[config.mk]
export PLATFORM = sky130hd
export DESIGN_NAME = mult_fu_slot
export DESIGN_NICKNAME = d
export VERILOG_FILES = /design/src/rtl/mult_fu_slot.sv
export SDC_FILE = /design/constraint.sdc
export NUM_CORES = 2
export LEC_CHECK = 0
export BUFFER_PORTS_ARGS = -buffer_cell sky130_fd_sc_hd__buf_2
export CAP_MARGIN = 15
export CORE_ASPECT_RATIO = 0.9
export CORE_MARGIN = 2
export CORE_UTILIZATION = 55
export DETAILED_ROUTE_END_ITERATION = 8
export PLACE_DENSITY = 0.73
export SLEW_MARGIN = 20
export SYNTH_ARGS = -nofsm -noshare
export SYNTH_HDL_FRONTEND = slang
export SYNTH_SLANG_ARGS = --single-unit
[constraint.sdc]
create_clock -name clock -period 9.05 [get_ports clock]
set_input_delay 0.4525 -clock clock [delete_from_list [all_inputs] [get_ports clock]]
set_output_delay 0.4525 -clock clock [all_outputs]
set_load 0.01 [all_outputs]
[src/rtl/mult_fu_slot.sv]
// mult_fu_slot: pipelined MUL/MULH/MULHSU/MULHU unit; `MULT_SQUASH_EN enables the squash flush
package mult_fu_pkg;
  localparam int XLEN = 32;
  localparam int PR_W = 6;
  localparam int ROB_W = 5;
  typedef struct packed {
    logic             valid;
    logic [XLEN-1:0]  rs1_value;
    logic [XLEN-1:0]  rs2_value;
    logic [2:0]       func3;
    logic [PR_W-1:0]  dest_pr;
    logic [ROB_W-1:0] rob_entry;
  } ISSUE_FU_PACKET;
  typedef struct packed {
    logic             valid;
    logic [PR_W-1:0]  dest_pr;
    logic [ROB_W-1:0] rob_entry;
    logic [XLEN-1:0]  dest_value;
  } FU_COMPLETE_PACKET;
endpackage

module mult_fu_slot #(
  parameter int STAGES = 4,
  parameter int XLEN = 32
) (
  input  logic                           clock,
  input  logic                           reset,
  input  mult_fu_pkg::ISSUE_FU_PACKET    is_fu_packet,
  output logic                           fu_ready,
  input  logic                           squash,
  input  logic                           complete_grant,
  output mult_fu_pkg::FU_COMPLETE_PACKET fu_out
);
  localparam int C = 64 / STAGES;
  typedef struct packed {
    logic                          valid;
    logic [1:0]                    op;
    logic [mult_fu_pkg::PR_W-1:0]  dest_pr;
    logic [mult_fu_pkg::ROB_W-1:0] rob_entry;
    logic [63:0]                   mcand;
    logic [63:0]                   mplier;
    logic [63:0]                   partial;
  } stage_t;
  stage_t                        r_st [STAGES];
  stage_t                        w_in [STAGES];
  logic [63:0]                   w_sum [STAGES];
  mult_fu_pkg::FU_COMPLETE_PACKET r_out;
  mult_fu_pkg::FU_COMPLETE_PACKET w_out;
  logic                          w_adv;
  logic                          w_unused;
  logic [1:0]                    w_op;
  logic [63:0]                   w_rs1x;
  logic [63:0]                   w_rs2x;
  logic [XLEN-1:0]               w_res;

  assign w_op = is_fu_packet.func3[1:0];
  assign w_rs1x = {{(64-XLEN){w_op != 2'b11 && is_fu_packet.rs1_value[XLEN-1]}}, is_fu_packet.rs1_value};
  assign w_rs2x = {{(64-XLEN){!w_op[1] && is_fu_packet.rs2_value[XLEN-1]}}, is_fu_packet.rs2_value};
  assign w_adv = !r_out.valid || complete_grant;
`ifdef MULT_SQUASH_EN
  assign fu_ready = w_adv && !squash;
  assign w_unused = is_fu_packet.func3[2];
`else
  assign fu_ready = w_adv;
  assign w_unused = ^{is_fu_packet.func3[2], squash};
`endif

  // stage g adds the g-th multiplier chunk, weighted by its bit position, into the running sum
  for (genvar g = 0; g < STAGES; g++) begin : g_stage
    if (g == 0) begin : g_head
      assign w_in[g] = '{valid: is_fu_packet.valid, op: w_op, dest_pr: is_fu_packet.dest_pr,
                         rob_entry: is_fu_packet.rob_entry, mcand: w_rs1x, mplier: w_rs2x, partial: 64'd0};
    end else begin : g_body
      assign w_in[g] = r_st[g-1];
    end
    assign w_sum[g] = w_in[g].partial + ((w_in[g].mcand * 64'(w_in[g].mplier[g*C +: C])) << (g*C));
  end

  assign w_res = r_st[STAGES-1].op == 2'b00 ? r_st[STAGES-1].partial[XLEN-1:0]
                                            : r_st[STAGES-1].partial[2*XLEN-1:XLEN];
  assign w_out = '{valid: 1'b1, dest_pr: r_st[STAGES-1].dest_pr,
                   rob_entry: r_st[STAGES-1].rob_entry, dest_value: w_res};
  assign fu_out = r_out;

  // whole pipeline plus output register moves together only when the output slot can take a result
  always_ff @(posedge clock or negedge reset) begin
    if (!reset) begin
      for (int i = 0; i < STAGES; i++) r_st[i] <= '0;
      r_out <= '0;
    end
`ifdef MULT_SQUASH_EN
    else if (squash) begin
      for (int i = 0; i < STAGES; i++) r_st[i].valid <= 1'b0;
      r_out.valid <= 1'b0;
    end
`endif
    else if (w_adv) begin
      for (int i = 0; i < STAGES; i++) begin
        r_st[i] <= w_in[i];
        r_st[i].partial <= w_sum[i];
      end
      r_out <= r_st[STAGES-1].valid ? w_out : '0;
    end
  end
endmodule

# After elaboration in Yosys (flattened, before gate mapping)
# Index checks and enable logic that the tools add are counted.
# totals
inputBits	83
register_bits	554
# op_classes
addsub	3
mul	4
eq_ne	1
n_reduce_logical	6
n_mux	2
# ops
operator	count
adder 64 bit	3
multiplier 64 x 16 -> 16 bit	1
multiplier 64 x 16 -> 32 bit	1
multiplier 33 x 17 -> 50 bit	1
multiplier 33 x 17 -> 48 bit	1
2-to-1 mux 44 bit	1
2-to-1 mux 32 bit	1
logical AND 1 bit	2
zero test 1 bit	2
zero test 2 bit	1
inequality test 2 bit (second input constant)	1
logical OR 1 bit	1

# Longest topological paths before layout
# depth
word_depth	3
depth_mapped	39
depth_no_buf	36

# Worst setup path after synthesis
# OpenSTA, ideal clock, no wires.
# synth_path
path_kind	register to register
from	register r_st[756] (netlist name)
to	register r_st[475] (netlist name)
stages_incl_launch_ff	35
arrival_ns	8.299
t_required_ns	8.915
slack_ns	0.616
path_cell_list	dfrtp_1 > clkbuf_1 > clkbuf_1 > nand2_1 > fa_1 > fa_1 > fa_1 > fa_1 > inv_1 > fa_1 > inv_1 > fa_1 > inv_1 > ha_1 > a211oi_1 > nor2_1 > o311ai_0 > a31oi_1 > o21ai_0 > o21ai_0 > a41o_1 > a21boi_0 > o21ai_0 > xor2_1 > ha_1 > a21o_1 > a21o_1 > a211oi_1 > o31ai_1 > a221o_1 > a31o_2 > a21oi_1 > xnor2_1 > xnor2_1 > o21ai_0
# synth_between
elab_chain_len	2
# synth_rtl
element	line	rtl
start, declared	44	stage_t r_st [STAGES];
start signal, assigned by index	99	r_st[i] <= w_in[i];
multiplier 33 x 17 -> 48 bit	76	assign w_sum[g] = w_in[g].partial + ((w_in[g].mcand * 64'(w_in[g].mplier[g*C +: C])) << (g*C));
adder 64 bit	76	
# No other way between the ends.
# A chain may end at the register's enable or synchronous reset.

# Final worst setup path
# layout_path
from	register r_st[703] (netlist name)
to	register r_st[475] (netlist name)
# The elaborated chain is that of the path after synthesis.

==> results.json <==
{
  "run_status": "finished, final reports clean",
  "crit_path_max_incr_delay_ns": 0.58,
  "final_hold_viol_count": 0,
  "rrSetupSlack_ns": 0.27,
  "critical_path_required_ns": 9.51,
  "synth_cell_types": 73,
  "finalWirelength_um": 170000,
  "cp_num_buf_inv": 9,
  "critical_path.top_delay_family": "adder cells",
  "tritoncts": "done",
  "cts.sinks": 442,
  "grt_use_total": 0.286,
  "cp-endpoint": "r_st[475]",
  "period_share": 0.970,
  "worst-setup-path-type": "reg -> reg",
  "regToRegStartpoint": "r_st[703]",
  "netlist_area_before_placement_sq_um": 66800,
  "io-pin-count": 128,
  "vias": 49800,
  "grt_antenna_before_repair": 6,
  "rsz0062_at_grt": "yes",
  "cts_buffer_depth": 3,
  "portBuffers": 125,
  "final_antenna_net_count": 0,
  "r2r.worst_path.cells": 36,
  "r2r_end": "r_st[475]",
  "cts_bufs_inserted": 49,
  "first_pass_iters": 5,
  "critical_path.startpoint_type": "register",
  "avg_vias_per_cell": 5.36,
  "cell_repeated_most_along_the_worst_path": "sky130_fd_sc_hd__fa_1",
  "tns_ns": 0,
  "floorplan.rows": 121,
  "multi_input_comb_area_sq_um": 48900,
  "synthArstFlopShare": 1.00,
  "detail_route.iter0.violations": 3910,
  "routed-wl-met2_um": 77600,
  "timing.critical_path.fanout_max": 15,
  "highest_layer": "met5",
  "clk_latency_ns": 0.62,
  "die_width_um": 371,
  "place_area_sq_um": 70400,
  "met1Wirelength_um": 74700,
  "synthCells": 7520,
  "fillCellCount": 10400,
  "critical-path-slowest-cell": "sky130_fd_sc_hd__fa_1",
  "number_of_enable_flip_flop_cells_after_synthesis": 0,
  "synthesis.nets": 9294,
  "fin_area_sq_um": 72400,
  "synth-seq-area-share": 0.166,
  "finalNetCount": 9429,
  "synthesized_flop_and_latch_total": 442,
  "grt_pass1_wl_um": 281000,
  "grt_start_max_net_pins": 218,
  "setup_viol_count_final": 0,
  "gp_congestion": 0.955,
  "clk_root_buffer_cell": "sky130_fd_sc_hd__clkbuf_16",
  "worst_hold_stages": 3,
  "floorplan.die.height_um": 335,
  "critical_path_depth": 36,
  "start_util": 0.554,
  "maxSlewViolCount": 0,
  "max_freq_mhz": 114,
  "worst_slew_pin_slew_ns": 1.12,
  "timing.slew.headroom": 0.235,
  "floorplan.core_area_sq_um": 121000,
  "final_period_minus_worst_setup_slack_ns": 8.78,
  "worst_clk_skew_ns": 0.0205,
  "remaining_drc_errors": 0,
  "max_cap_violations": 0,
  "synthToLayoutAreaGrowth_pct": 8.33,
  "first_global_vias": 52300,
  "route.detailed.wl_per_inst_um": 18.3,
  "synth_ff_type": "sky130_fd_sc_hd__dfrtp_1",
  "worstHoldPathType": "in -> reg",
  "path_clk_slew_ns": 0.07,
  "endpoint_kind": "register",
  "grt_overflow": 0,
  "worstPathArrival_ns": 9.23,
  "ys.warnings.count": 0,
  "worst_setup_path_startpoint": "r_st[703]",
  "postSynthAreaPerCell_sq_um": 8.88,
  "layout-drive-gt1-share": 0.0691,
  "cts_max_level": 2,
  "place_hpwl_um": 139000,
  "met3_length_um": 14500,
  "regArea_sq_um": 11100,
  "layout.core_utilization": 0.600,
  "dieArea_sq_um": 124000
}
worst min-delay path: cells and delay by family:
family | cells | cell delay (ns)
AND/OR/NAND/NOR | 2 | 0.09
buffers and inverters | 1 | 0.07
through the flow:
| step | instances | worst slack, ns | hold WS, ns |
|---|---|---|---|
| final | 9295 | 0.274 | 0.0389 |
| after global routing | 9294 | -0.0566 | 0.0421 |
| after CTS | 9287 | 0.0435 | 0.00561 |
| after detailed placement | 9195 | -0.188 | 0.449 |
| after global placement | 9195 | -0.131 | 0.444 |
| after floorplan | 7520 | 0.616 | 0.157 |
synth_stat cells, drive strengths merged, types with 13 or more instances:
| library cell | number | area, sq um |
|---|---|---|
| nand4 | 18 | 113 |
| xnor2 | 172 | 1510 |
| inv | 1549 | 5810 |
| nand2 | 1685 | 6320 |
| fa | 1265 | 25300 |
| clkbuf | 302 | 1130 |
| nor3 | 32 | 160 |
| nand2b | 36 | 225 |
| o21a | 33 | 249 |
| ha | 426 | 5330 |
| xor2 | 89 | 780 |
| nor2b | 26 | 170 |
| o21bai | 25 | 188 |
| a31oi | 17 | 106 |
| nor2 | 173 | 649 |
| mux2i | 32 | 320 |
| a21o | 105 | 788 |
| o31ai | 13 | 97.6 |
| and3 | 17 | 106 |
| a211oi | 29 | 228 |
| o21ai | 181 | 910 |
| and2 | 431 | 2700 |
| a21oi | 248 | 1240 |
| nand3 | 47 | 235 |
| dfrtp | 442 | 11100 |
sequential cells by signal (all words and copies together), names as in the netlist:
| register | flops |
|---|---|
| fu_out | 44 |
| r_st | 398 |
metal layers:
metal,vias to the layer above,global-route usage
li1,22700,-
met1,25100,0.413
met2,1680,0.452
met3,222,0.0581
met4,10,0.0540
met5,-,0
cells in the final DEF, fill, tap and decap left out, types with 24 or more instances in the layout:
| cell | count |
|---|---|
| sky130_fd_sc_hd__a211oi_1 | 24 |
| sky130_fd_sc_hd__a21o_1 | 105 |
| sky130_fd_sc_hd__a21oi_1 | 243 |
| sky130_fd_sc_hd__and2_1 | 431 |
| sky130_fd_sc_hd__buf_2 | 124 |
| sky130_fd_sc_hd__buf_4 | 253 |
| sky130_fd_sc_hd__clkbuf_16 | 49 |
| sky130_fd_sc_hd__dfrtp_1 | 439 |
| sky130_fd_sc_hd__fa_1 | 1262 |
| sky130_fd_sc_hd__ha_1 | 425 |
| sky130_fd_sc_hd__inv_1 | 1548 |
| sky130_fd_sc_hd__mux2i_1 | 32 |
| sky130_fd_sc_hd__nand2_1 | 1685 |
| sky130_fd_sc_hd__nand2b_1 | 36 |
| sky130_fd_sc_hd__nand3_1 | 46 |
| sky130_fd_sc_hd__nor2_1 | 171 |
| sky130_fd_sc_hd__nor2b_1 | 24 |
| sky130_fd_sc_hd__nor3_1 | 32 |
| sky130_fd_sc_hd__o21a_1 | 32 |
| sky130_fd_sc_hd__o21ai_0 | 171 |
| sky130_fd_sc_hd__o21bai_1 | 25 |
| sky130_fd_sc_hd__xnor2_1 | 169 |
| sky130_fd_sc_hd__xor2_1 | 89 |
worst min path at each step:
| stage | from | endpoint | slack [ns] |
|---|---|---|---|
| finish | is_fu_packet[0] | r_st[810] | 0.04 |
| global route | is_fu_packet[0] | r_st[810] | 0.04 |
| CTS | is_fu_packet[0] | r_st[810] | 0.006 |
| detailed placement | r_st[335] | r_st[335] | 0.45 |
| global placement | fu_out[35] | fu_out[35] | 0.44 |
| floorplan | reset | fu_out[0] | 0.16 |
timing repair:
action                                  CTS  global route
endpoints found under the setup margin    1            20
endpoints found under the hold margin    78             0
resized for setup                         6            35
setup buffers                             0             7
hold buffers                              1             0
pin swaps                                 0            14
area by class of cell:
cell class / instances / area share
Clock inverter: 31 / 0.00508
Tap cell: 1599 / 0.0276
Sequential cell: 442 / 0.153
Multi-Input combinational cell: 5219 / 0.676
Timing Repair Buffer: 394 / 0.0393
Inverter: 1549 / 0.0805
Antenna cell: 1 / 0.0000346
Clock buffer: 60 / 0.0183
cell families after synthesis:
logic type / count (synthesis) / share of synthesized area
flops: 442 / 0.166
buf+inv: 1859 / 0.104
fa+ha+maj: 1691 / 0.459
compound gates: 737 / 0.0684
xor+xnor: 261 / 0.0342
mux: 32 / 0.00480
simple gates: 2498 / 0.164
Power is left out: the tool's default activity adds up to more than one toggle a clock period on the data nets, which glitch-free logic cannot reach.
